## src/rtl/axi_sram_ctrl_if.sv

```systemverilog
// AXI4 bus bundle between an AXI master and axi_sram_ctrl.
// Signal widths follow the AXI_* defines (IDS, ADDR, LEN, SIZE, DATA, STRB).
`ifndef AXI_IDS
`define AXI_IDS 8
`endif
`ifndef AXI_ADDR
`define AXI_ADDR 32
`endif
`ifndef AXI_LEN
`define AXI_LEN 4
`endif
`ifndef AXI_SIZE
`define AXI_SIZE 3
`endif
`ifndef AXI_DATA
`define AXI_DATA 32
`endif
`ifndef AXI_STRB
`define AXI_STRB 4
`endif

interface axi_sram_ctrl_if;
    logic [`AXI_IDS-1:0]  AWID;
    logic [`AXI_ADDR-1:0] AWADDR;
    logic [`AXI_LEN-1:0]  AWLEN;
    logic [`AXI_SIZE-1:0] AWSIZE;
    logic [1:0]           AWBURST;
    logic                 AWVALID;
    logic                 AWREADY;

    logic [`AXI_DATA-1:0] WDATA;
    logic [`AXI_STRB-1:0] WSTRB;
    logic                 WLAST;
    logic                 WVALID;
    logic                 WREADY;

    logic [`AXI_IDS-1:0]  BID;
    logic [1:0]           BRESP;
    logic                 BVALID;
    logic                 BREADY;

    logic [`AXI_IDS-1:0]  ARID;
    logic [`AXI_ADDR-1:0] ARADDR;
    logic [`AXI_LEN-1:0]  ARLEN;
    logic [`AXI_SIZE-1:0] ARSIZE;
    logic [1:0]           ARBURST;
    logic                 ARVALID;
    logic                 ARREADY;

    logic [`AXI_IDS-1:0]  RID;
    logic [`AXI_DATA-1:0] RDATA;
    logic [1:0]           RRESP;
    logic                 RLAST;
    logic                 RVALID;
    logic                 RREADY;

    modport slave (
        input  AWID, AWADDR, AWLEN, AWSIZE, AWBURST, AWVALID,
        output AWREADY,
        input  WDATA, WSTRB, WLAST, WVALID,
        output WREADY,
        output BID, BRESP, BVALID,
        input  BREADY,
        input  ARID, ARADDR, ARLEN, ARSIZE, ARBURST, ARVALID,
        output ARREADY,
        output RID, RDATA, RRESP, RLAST, RVALID,
        input  RREADY
    );

    modport master (
        output AWID, AWADDR, AWLEN, AWSIZE, AWBURST, AWVALID,
        input  AWREADY,
        output WDATA, WSTRB, WLAST, WVALID,
        input  WREADY,
        input  BID, BRESP, BVALID,
        output BREADY,
        output ARID, ARADDR, ARLEN, ARSIZE, ARBURST, ARVALID,
        input  ARREADY,
        input  RID, RDATA, RRESP, RLAST, RVALID,
        output RREADY
    );
endinterface

```

## src/rtl/axi_sram_ctrl.sv

```systemverilog
// Single-transaction AXI4 slave in front of a synchronous 32-bit SRAM (DO valid one cycle after access).
// Define AXI_SRAM_WRAP_EN to support WRAP bursts; otherwise WRAP is answered with SLVERR.
`ifndef AXI_IDS
`define AXI_IDS 8
`endif
`ifndef AXI_ADDR
`define AXI_ADDR 32
`endif
`ifndef AXI_LEN
`define AXI_LEN 4
`endif
`ifndef AXI_SIZE
`define AXI_SIZE 3
`endif
`ifndef AXI_DATA
`define AXI_DATA 32
`endif
`ifndef AXI_STRB
`define AXI_STRB 4
`endif

module axi_sram_ctrl #(
    parameter int unsigned SRAM_AW = 14
) (
    input  logic                ACLK,
    input  logic                ARESETn,
    axi_sram_ctrl_if.slave      axi,
    output logic                CEB,
    output logic [3:0]          WEB,
    output logic [SRAM_AW-1:0]  A,
    output logic [31:0]         DI,
    input  logic [31:0]         DO
);
    localparam int unsigned LW = `AXI_LEN;
    localparam logic [1:0] BURST_FIXED = 2'b00;
    localparam logic [1:0] BURST_WRAP  = 2'b10;
    localparam logic [1:0] RESP_OKAY   = 2'b00;
    localparam logic [1:0] RESP_SLVERR = 2'b10;

    typedef enum logic [2:0] {
        IDLE,
        WR_DATA,
        WR_RESP,
        RD_ISSUE,
        RD_DATA
    } state_t;

    state_t                 state, state_nxt;
    logic                   prefer_rd;
    logic [`AXI_IDS-1:0]    id_q;
    logic [LW-1:0]          len_q;
    logic [LW-1:0]          cnt_q;
    logic [1:0]             burst_q;
    logic [SRAM_AW-1:0]     addr_q;
    logic [SRAM_AW-1:0]     addr_nxt;
    logic [SRAM_AW-1:0]     addr_inc;
    logic [SRAM_AW-1:0]     len_mask;
    logic                   err_q;
    logic                   fresh_q;
    logic [31:0]            rdata_q;
    logic [31:0]            rd_word;
    logic                   wr_grant;
    logic                   rd_grant;
    logic                   last_beat;
    logic                   unsup;
    logic                   unused_bits;

    assign unused_bits = ^{axi.AWSIZE, axi.ARSIZE, axi.AWADDR, axi.ARADDR};

`ifdef AXI_SRAM_WRAP_EN
    assign unsup = 1'b0;
`else
    assign unsup = (burst_q == BURST_WRAP);
`endif

    // Ties go to whichever direction was not served last; after reset that is write.
    assign wr_grant  = axi.AWVALID && (!axi.ARVALID || !prefer_rd);
    assign rd_grant  = axi.ARVALID && (!axi.AWVALID || prefer_rd);
    assign last_beat = (cnt_q == len_q);

    assign addr_inc = addr_q + SRAM_AW'(1);
    assign len_mask = SRAM_AW'(len_q);

    always_comb begin
        addr_nxt = addr_inc;
        case (burst_q)
            BURST_FIXED: addr_nxt = addr_q;
`ifdef AXI_SRAM_WRAP_EN
            // LEN+1 is a power of two, so LEN itself is the in-block offset mask.
            BURST_WRAP:  addr_nxt = (addr_q & ~len_mask) | (addr_inc & len_mask);
`endif
            default:     addr_nxt = addr_inc;
        endcase
    end

    assign rd_word = unsup ? '0 : DO;

    always_comb begin
        state_nxt   = state;
        axi.AWREADY = 1'b0;
        axi.ARREADY = 1'b0;
        axi.WREADY  = 1'b0;
        axi.BVALID  = 1'b0;
        axi.RVALID  = 1'b0;
        CEB         = 1'b1;
        WEB         = '1;
        A           = '0;
        DI          = '0;
        case (state)
            IDLE: begin
                axi.AWREADY = wr_grant;
                axi.ARREADY = rd_grant;
                if (wr_grant) begin
                    state_nxt = WR_DATA;
                end else if (rd_grant) begin
                    state_nxt = RD_ISSUE;
                end
            end
            WR_DATA: begin
                axi.WREADY = 1'b1;
                if (axi.WVALID) begin
                    if (!unsup) begin
                        CEB = 1'b0;
                        WEB = ~axi.WSTRB;
                        A   = addr_q;
                        DI  = axi.WDATA;
                    end
                    if (last_beat) begin
                        state_nxt = WR_RESP;
                    end
                end
            end
            WR_RESP: begin
                axi.BVALID = 1'b1;
                if (axi.BREADY) begin
                    state_nxt = IDLE;
                end
            end
            RD_ISSUE: begin
                if (!unsup) begin
                    CEB = 1'b0;
                    A   = addr_q;
                end
                state_nxt = RD_DATA;
            end
            RD_DATA: begin
                axi.RVALID = 1'b1;
                if (axi.RREADY) begin
                    state_nxt = last_beat ? IDLE : RD_ISSUE;
                end
            end
            default: state_nxt = IDLE;
        endcase
    end

    assign axi.BID   = id_q;
    assign axi.BRESP = err_q ? RESP_SLVERR : RESP_OKAY;
    assign axi.RID   = id_q;
    assign axi.RRESP = ((state == RD_DATA) && unsup) ? RESP_SLVERR : RESP_OKAY;
    assign axi.RLAST = (state == RD_DATA) && last_beat;
    // DO is only valid in the first RD_DATA cycle; it is passed straight through
    // then and held from rdata_q while the master stalls.
    assign axi.RDATA = ((state == RD_DATA) && fresh_q) ? rd_word : rdata_q;

    always_ff @(posedge ACLK) begin
        if (!ARESETn) begin
            state     <= IDLE;
            prefer_rd <= 1'b0;
            id_q      <= '0;
            len_q     <= '0;
            cnt_q     <= '0;
            burst_q   <= '0;
            addr_q    <= '0;
            err_q     <= 1'b0;
            fresh_q   <= 1'b0;
            rdata_q   <= '0;
        end else begin
            state <= state_nxt;
            case (state)
                IDLE: begin
                    if (wr_grant) begin
                        id_q      <= axi.AWID;
                        len_q     <= axi.AWLEN;
                        burst_q   <= axi.AWBURST;
                        addr_q    <= axi.AWADDR[SRAM_AW+1:2];
                        prefer_rd <= 1'b1;
                    end else if (rd_grant) begin
                        id_q      <= axi.ARID;
                        len_q     <= axi.ARLEN;
                        burst_q   <= axi.ARBURST;
                        addr_q    <= axi.ARADDR[SRAM_AW+1:2];
                        prefer_rd <= 1'b0;
                    end
                    cnt_q   <= '0;
                    err_q   <= 1'b0;
                    fresh_q <= 1'b0;
                end
                WR_DATA: begin
                    if (axi.WVALID) begin
                        if (unsup || (axi.WLAST != last_beat)) begin
                            err_q <= 1'b1;
                        end
                        if (!last_beat) begin
                            cnt_q  <= cnt_q + LW'(1);
                            addr_q <= addr_nxt;
                        end
                    end
                end
                RD_ISSUE: begin
                    fresh_q <= 1'b1;
                end
                RD_DATA: begin
                    fresh_q <= 1'b0;
                    if (fresh_q) begin
                        rdata_q <= rd_word;
                    end
                    if (axi.RREADY && !last_beat) begin
                        cnt_q  <= cnt_q + LW'(1);
                        addr_q <= addr_nxt;
                    end
                end
                default: ;
            endcase
        end
    end
endmodule

```

## src/flat_wrapper.sv

```systemverilog
// flat-port wrapper written by rule: the top's interface ports become plain ports
module axi_sram_ctrl_flat 
#(
    parameter int unsigned SRAM_AW = 14
)
  (ACLK, ARESETn, CEB, WEB, A, DI, DO, axi_AWID, axi_AWADDR, axi_AWLEN, axi_AWSIZE, axi_AWBURST, axi_AWVALID, axi_AWREADY, axi_WDATA, axi_WSTRB, axi_WLAST, axi_WVALID, axi_WREADY, axi_BID, axi_BRESP, axi_BVALID, axi_BREADY, axi_ARID, axi_ARADDR, axi_ARLEN, axi_ARSIZE, axi_ARBURST, axi_ARVALID, axi_ARREADY, axi_RID, axi_RDATA, axi_RRESP, axi_RLAST, axi_RVALID, axi_RREADY);
  axi_sram_ctrl_if axi_i ();
  input  logic ACLK;
  input  logic ARESETn;
  output logic CEB;
  output logic [3:0] WEB;
  output logic [SRAM_AW-1:0] A;
  output logic [31:0] DI;
  input  logic [31:0] DO;
  input wire logic [$bits(axi_i.AWID)-1:0] axi_AWID;
  input wire logic [$bits(axi_i.AWADDR)-1:0] axi_AWADDR;
  input wire logic [$bits(axi_i.AWLEN)-1:0] axi_AWLEN;
  input wire logic [$bits(axi_i.AWSIZE)-1:0] axi_AWSIZE;
  input wire logic [$bits(axi_i.AWBURST)-1:0] axi_AWBURST;
  input wire logic [$bits(axi_i.AWVALID)-1:0] axi_AWVALID;
  output wire logic [$bits(axi_i.AWREADY)-1:0] axi_AWREADY;
  input wire logic [$bits(axi_i.WDATA)-1:0] axi_WDATA;
  input wire logic [$bits(axi_i.WSTRB)-1:0] axi_WSTRB;
  input wire logic [$bits(axi_i.WLAST)-1:0] axi_WLAST;
  input wire logic [$bits(axi_i.WVALID)-1:0] axi_WVALID;
  output wire logic [$bits(axi_i.WREADY)-1:0] axi_WREADY;
  output wire logic [$bits(axi_i.BID)-1:0] axi_BID;
  output wire logic [$bits(axi_i.BRESP)-1:0] axi_BRESP;
  output wire logic [$bits(axi_i.BVALID)-1:0] axi_BVALID;
  input wire logic [$bits(axi_i.BREADY)-1:0] axi_BREADY;
  input wire logic [$bits(axi_i.ARID)-1:0] axi_ARID;
  input wire logic [$bits(axi_i.ARADDR)-1:0] axi_ARADDR;
  input wire logic [$bits(axi_i.ARLEN)-1:0] axi_ARLEN;
  input wire logic [$bits(axi_i.ARSIZE)-1:0] axi_ARSIZE;
  input wire logic [$bits(axi_i.ARBURST)-1:0] axi_ARBURST;
  input wire logic [$bits(axi_i.ARVALID)-1:0] axi_ARVALID;
  output wire logic [$bits(axi_i.ARREADY)-1:0] axi_ARREADY;
  output wire logic [$bits(axi_i.RID)-1:0] axi_RID;
  output wire logic [$bits(axi_i.RDATA)-1:0] axi_RDATA;
  output wire logic [$bits(axi_i.RRESP)-1:0] axi_RRESP;
  output wire logic [$bits(axi_i.RLAST)-1:0] axi_RLAST;
  output wire logic [$bits(axi_i.RVALID)-1:0] axi_RVALID;
  input wire logic [$bits(axi_i.RREADY)-1:0] axi_RREADY;
  assign axi_i.AWID = axi_AWID;
  assign axi_i.AWADDR = axi_AWADDR;
  assign axi_i.AWLEN = axi_AWLEN;
  assign axi_i.AWSIZE = axi_AWSIZE;
  assign axi_i.AWBURST = axi_AWBURST;
  assign axi_i.AWVALID = axi_AWVALID;
  assign axi_AWREADY = axi_i.AWREADY;
  assign axi_i.WDATA = axi_WDATA;
  assign axi_i.WSTRB = axi_WSTRB;
  assign axi_i.WLAST = axi_WLAST;
  assign axi_i.WVALID = axi_WVALID;
  assign axi_WREADY = axi_i.WREADY;
  assign axi_BID = axi_i.BID;
  assign axi_BRESP = axi_i.BRESP;
  assign axi_BVALID = axi_i.BVALID;
  assign axi_i.BREADY = axi_BREADY;
  assign axi_i.ARID = axi_ARID;
  assign axi_i.ARADDR = axi_ARADDR;
  assign axi_i.ARLEN = axi_ARLEN;
  assign axi_i.ARSIZE = axi_ARSIZE;
  assign axi_i.ARBURST = axi_ARBURST;
  assign axi_i.ARVALID = axi_ARVALID;
  assign axi_ARREADY = axi_i.ARREADY;
  assign axi_RID = axi_i.RID;
  assign axi_RDATA = axi_i.RDATA;
  assign axi_RRESP = axi_i.RRESP;
  assign axi_RLAST = axi_i.RLAST;
  assign axi_RVALID = axi_i.RVALID;
  assign axi_i.RREADY = axi_RREADY;
  axi_sram_ctrl #(.SRAM_AW(SRAM_AW)) u_core (.ACLK(ACLK), .ARESETn(ARESETn), .axi(axi_i), .CEB(CEB), .WEB(WEB), .A(A), .DI(DI), .DO(DO));
endmodule
```

## config.mk

```make
export PLATFORM = sky130hd
export DESIGN_NAME = axi_sram_ctrl_flat
export DESIGN_NICKNAME = d
export VERILOG_FILES = /design/src/rtl/axi_sram_ctrl_if.sv /design/src/rtl/axi_sram_ctrl.sv /design/src/flat_wrapper.sv
export SDC_FILE = /design/constraint.sdc
export NUM_CORES = 1
export LEC_CHECK = 0
export BUFFER_PORTS_ARGS = -buffer_cell sky130_fd_sc_hd__buf_4
export CORE_ASPECT_RATIO = 0.6
export CORE_UTILIZATION = 40
export DETAILED_ROUTE_END_ITERATION = 10
export PLACE_DENSITY = 0.8
export SLEW_MARGIN = 20
export SYNTH_ARGS = -nofsm -noshare
export SYNTH_HDL_FRONTEND = slang
export SYNTH_SLANG_ARGS = --single-unit
```

## constraint.sdc

```tcl
create_clock -name ACLK -period 1.8 [get_ports ACLK]
set_input_delay 0.27 -clock ACLK [delete_from_list [all_inputs] [get_ports ACLK]]
set_output_delay 0.27 -clock ACLK [all_outputs]
set_load 0.05 [all_outputs]
```

==> Yosys cells after proc, flatten, opt, wreduce, memory -nomap -nowiden <==
Index checks and enable logic that the tools add are counted.
{ "totals": {"wordCells": 106, "input_bits": 174, "output_inout_bits": 109, "reg_bits": 70} }
{ "classes": {"bitwise_logic": 1, "add_sub_neg": 2, "n_eq_ne": 15, "reduce_logical": 26, "muxes": 52} }
{ "op_table": {"columns": ["op", "n"], "rows": [
  ["two-way mux 32 bit", 5],
  ["two-way mux 14 bit", 8],
  ["one-hot mux 14 bit (3 select lines)", 1],
  ["two-way mux 4 bit", 8],
  ["one-hot mux 14 bit (2 select lines)", 1],
  ["two-way mux 3 bit", 6],
  ["two-way mux 8 bit", 2],
  ["one-hot mux 3 bit (5 select lines)", 1],
  ["adder 14 x 1 -> 14 bit, second input constant", 1],
  ["one-hot mux 4 bit (3 select lines)", 1],
  ["two-way mux 1 bit", 11],
  ["two-way mux 2 bit", 5],
  ["!= test 2 bit, second input constant", 5],
  ["AND reduction 5 bit", 2],
  ["equality test 3 x 2 -> 1 bit, second input constant", 2],
  ["logical AND 1 bit", 6],
  ["one-hot mux 1 bit (2 select lines)", 3],
  ["nonzero test 2 bit", 3],
  ["adder 4 x 1 -> 4 bit, second input constant", 1],
  ["equality test 4 bit", 1],
  ["logical NOT 1 bit", 4],
  ["!= test 2 x 1 -> 1 bit, second input constant", 2],
  ["inverter 4 bit", 1],
  ["AND reduction 2 bit", 2],
  ["other kinds (12)", 14]
]} }

==> Depth between registers and ports, before layout <==
{ "depth": {"ltp_word": 6, "depth_mapped": 7} }

==> Worst setup path before layout <==
Ideal clock, no wire load.
{ "synth_timing": {"path_kind": "flip-flop to output port", "start": "reg u_core.state[2]", "end": "out DI[10]", "path_buffers": 3, "required_ns": 1.530, "stages_incl_launch_ff": 8, "setup_slack_ns": -0.800, "t_arrival_ns": 2.330, "path_cell_list": "dfxtp_1 -> buf_2 -> nand2b_1 -> nor2_1 -> and3_1 -> buf_2 -> clkbuf_1 -> and2_1"} }
{ "synth_between": {"elab_chain_len": 2} }
{ "synth_rtl": {"columns": ["item", "line_no", "text"], "rows": [
  ["start, declared", "axi_sram_ctrl.sv:48", "state_t state, state_nxt;"],
  ["start signal, assigned", "axi_sram_ctrl.sv:178", "state <= state_nxt;"],
  ["equality test 3 x 1 -> 1 bit", "axi_sram_ctrl.sv:109", "case (state)"],
  ["two-way mux 32 bit", "axi_sram_ctrl.sv:109", null],
  ["end, declared", "flat_wrapper.sv:13", "output logic [31:0] DI;"]
]} }
Every way passes these cells.

==> Worst setup path in the final report <==
{ "layout_timing": {"start": "reg u_core.state[1]", "end": "out axi_RDATA[26]"} }
{ "layout_between": {"elab_chain_len": 3} }
{ "layout_rtl": {"columns": ["item", "line_no", "text"], "rows": [
  ["equality test 3 bit", "axi_sram_ctrl.sv:163", "assign axi.RDATA = ((state == RD_DATA) && fresh_q) ? rd_word : rdata_q;"],
  ["logical AND 1 bit", "axi_sram_ctrl.sv:163", null],
  ["two-way mux 32 bit", "axi_sram_ctrl.sv:163", null],
  ["end, declared", "flat_wrapper.sv:39", "output wire logic [$bits(axi_i.RDATA)-1:0] axi_RDATA;"]
]} }
Every way passes these cells.

==> results.yml <==
yosys:
  synth_top_cell_by_area: "sky130_fd_sc_hd__dfxtp_1"
  synth_seq_area_share_pct: 34.6
  synth.yosys.warnings: 0
  syn-mean-instance-area_um2: 7.57
  synth_edf_count: 0
  synth_area_um2: 4050
  ys.flop_type: "sky130_fd_sc_hd__dfxtp_1"
  synth_top_area_share_pct: 34.6
  yosysUniqueCellTypes: 48
  syn-instance-count: 535
  synth_async_sr_flop_share_pct: 0
  ys_top_cells_by_area: "sky130_fd_sc_hd__dfxtp_1 (35%), sky130_fd_sc_hd__and2_1 (12%), sky130_fd_sc_hd__nand2_1 (8.1%)"
  synth-seq-cells: 70
clock_tree:
  clock_insertion_delay_worst_skew_ns: 0.33
  cts-root-to-sink-buffers: 2
  tritoncts: "done"
  cts_htree_levels: 3
  number_of_buffers_added_by_the_clock_tree_synthesis_step: 9
  cts.sinks: 70
  cts-hold-fix-buffers: 0
  clockRootBuffer: "sky130_fd_sc_hd__clkbuf_16"
  clk_transition_reported_paths_ns: 0.05
setup_path:
  critPathMaxFanout: 16
  cp_slowest_stage_delay_ns: 0.37
  cp_data_arrival_time_ns: 1.71
  setup.worst_path.start_class: "flop"
  critical-path-slowest-cell: "sky130_fd_sc_hd__dfxtp_4"
  cp_cell_sequence: "nor2_4 > nand3_4 > buf_6 > clkbuf_16 > nand2_1 > o21ai_2 > buf_6"
  category_of_the_worst_setup_path_capture_point: "primary output"
  critPathRequiredTime_ns: 1.53
  criticalPathCategory: "reg -> out"
  crit_top_cell: "sky130_fd_sc_hd__buf_6"
drt:
  drt.antenna.violating_nets: 0
  drt_pass1_iterations: 5
  drt_wl_total_um: 16300
  drt_first_iter_violations: 308
  remaining_drc_errors: 0
  drt-wirelength-per-cell_um: 17.7
  avgViaCountPerCell: 5.28
  vias: 4856
sta:
  finalSetupViolations: 83
  post_route_clock_skew_ns: 0.00565
  worst_slack_ns: -0.175
  rsz0062_at_grt: "yes"
  final_hold_viol_count: 0
  number_of_max_slew_violations_in_the_final_report: 0
  final_period_util_pct: 110
  setup-tns-final_ns: -8.39
  finalCriticalPeriod_ns: 1.98
  timing.fmax_mhz: 506
floorplan:
  initial_core_util_pct: 41.1
  boundaryPins: 283
  die-area_um2: 10500
  core_um2: 9840
  die_h_um: 79.9
  chipWidth_um: 132
  core.rowCount: 28
global_routing:
  first_global_vias: 4307
  maximum_number_of_pins_on_one_net_before_global_route_repair: 65
  globalRoute.totalOverflow: 0
  antenna_violations_before_repair: 1
  globalRouteTotalUtil_pct: 24.9
  grt_first_pass_wirelength_um: 20900
placement:
  place.gp.congestion: 0.931
  dp.cells: 882
  buffer_ports.inserted: 238
  placed_wire_length_estimate_um: 9770
final_layout:
  final_net_count: 955
  layout.filler_cells: 642
  layout.core_utilization_pct: 77.9
  instances_no_fill: 920
  final_layout_size_suffix_gt1_share_pct: 54.5
  synthToLayoutAreaGrowth_pct: 89.4
status:
  failing_checks: "negative setup slack"
  run_status: "finished, violations left"
power_and_ir_drop:
  power_leakage_nw: 3.53
  post-layout-total-power_mw: 10.6
  portion_of_total_power_attributed_to_combinational_logic_pct: 59.7
  intPower_mw: 5.97
  power.switching_fraction_pct: 43.7
  vdd_drop_max_uv: 790
  netSwitchingPower_mw: 4.63
  pwr-share-clk_pct: 19.3
  power_per_cell_area_nw_per_um2: 1380
  seqPwrFrac_pct: 20.9
job:
  maxCapViolCount: 0
min_path:
  timing.hold.worst.class: "in -> reg"
[repair_timing]
item	CTS	global route
gates cloned	1	6
setup endpoints to repair	87	102
setup buffers	0	14
pin swaps	3	11
resized for setup	87	139
[sequential cells by signal, indices dropped and copies added, names as in the netlist]
register          count
u_core.addr_q        14
u_core.axi.BID        8
u_core.burst_q        2
u_core.cnt_q          4
u_core.err_q          1
u_core.fresh_q        1
u_core.len_q          4
u_core.prefer_rd      1
u_core.rdata_q       32
u_core.state          3
[cells in the final DEF (no fill, tap or decap), types with 6 or more instances in the layout]
cell / n
sky130_fd_sc_hd__o21ai_4: 8
sky130_fd_sc_hd__a211oi_1: 16
sky130_fd_sc_hd__buf_12: 10
sky130_fd_sc_hd__o21ai_2: 25
sky130_fd_sc_hd__dfxtp_2: 7
sky130_fd_sc_hd__clkbuf_16: 13
sky130_fd_sc_hd__buf_4: 175
sky130_fd_sc_hd__a21oi_1: 23
sky130_fd_sc_hd__nor2b_1: 6
sky130_fd_sc_hd__buf_6: 54
sky130_fd_sc_hd__and2_1: 36
sky130_fd_sc_hd__nor2_1: 41
sky130_fd_sc_hd__o21ai_1: 6
sky130_fd_sc_hd__nand2_1: 67
sky130_fd_sc_hd__and2_2: 12
sky130_fd_sc_hd__nand2_2: 14
sky130_fd_sc_hd__and2_4: 32
sky130_fd_sc_hd__mux2i_1: 26
sky130_fd_sc_hd__buf_8: 38
sky130_fd_sc_hd__inv_1: 6
sky130_fd_sc_hd__dfxtp_1: 61
[critical path, delay by kind of cell, from the launching register on]
kind / cells / cell delay, ns
flip-flops: 1 / 0.37
buffers and inverters: 3 / 0.50
AO/OA/AOI/OAI: 1 / 0.08
AND/OR/NAND/NOR: 3 / 0.41
[synthesized netlist by cell type (all sizes together) (2+ instances only)]
cell type and instances:
inv 7, dfxtp 70, nor3 6, buf 26
or3 2, o31ai 2, o22ai 2, and3 3
xnor2 5, nor2 48, ha 2, o2bb2ai 2
o21ai 43, nor3b 3, a211oi 16, clkbuf 24
nor4 2, nand2b 5, a31oi 4, and2 80
mux2i 26, xor2 2, nand2 88, and4 2
nand4 3, nor2b 6, a211o 3, o211ai 5
o221a 4, a21oi 23, a41oi 2, nand3 6
o21bai 3
[worst paths after layout]
check / slack [ns] / start / cells after the start / to
setup / recovery: -0.18 / u_core.state[1] / 7 / axi_RDATA[26]
hold / removal: 0.27 / axi_BREADY / 4 / u_core.state[1]
setup reg to reg: 0.05 / u_core.state[2] / 7 / u_core.addr_q[5]
hold reg to reg: 0.49 / u_core.err_q / 2 / u_core.err_q
[final cells by class]
| class | instances | area [um^2] | share of cell area (%) |
|---|---|---|---|
| sequential | 70 | 1420 | 18.5 |
| inverter | 7 | 28.8 | 0.375 |
| antenna | 1 | 2.50 | 0.0326 |
| tap | 135 | 169 | 2.20 |
| timing repair buffer | 282 | 2820 | 36.8 |
| clock buffer | 10 | 239 | 3.12 |
| clock inverter | 6 | 109 | 1.42 |
| multi-input combinational | 409 | 2890 | 37.6 |
[metal layers]
| layer | routed length, um | share of wire (%) | global-route usage, % |
|---|---|---|---|
| met5 | 0 | 0 | 0 |
| met4 | 456 | 2.8 | 8.72 |
| met3 | 1020 | 6.3 | 5.59 |
| met2 | 8360 | 51 | 45.3 |
| met1 | 6440 | 40 | 29.0 |
[kinds of logic after synthesis]
kind of cell,after synthesis,synth area share [%]
AND/OR/NAND/NOR,255,31.0
AO/OA/AOI/OAI,116,18.4
flip-flops,70,34.6
buffers and inverters,57,7.01
multiplexers,27,6.70
XOR/XNOR,7,1.51
adder cells (fa/ha/maj),2,0.618
other,1,0.0926
[through the flow]
stage	hold slack [ns]	area (um^2)	setup WS [ns]
CTS	0.244	6880	-0.174
global placement	0.446	6190	0.00342
finish	0.270	7670	-0.175
floorplan	0.432	4260	-0.248
detailed placement	0.466	6190	-0.0556
global route	0.275	7670	-0.249
[power by group through the flow]
| stage | clock network (mW) | logic (mW) | registers (mW) |
|---|---|---|---|
| floorplan | 0 | 3.69 | 2.32 |
| global route | 2.14 | 6.71 | 2.27 |
| detailed placement | 0 | 5.36 | 2.18 |
| finish | 2.05 | 6.34 | 2.22 |
| CTS | 2.07 | 5.74 | 2.19 |
| global placement | 0 | 5.22 | 2.16 |
No activity file was read; power rests on OpenSTA's default activity.
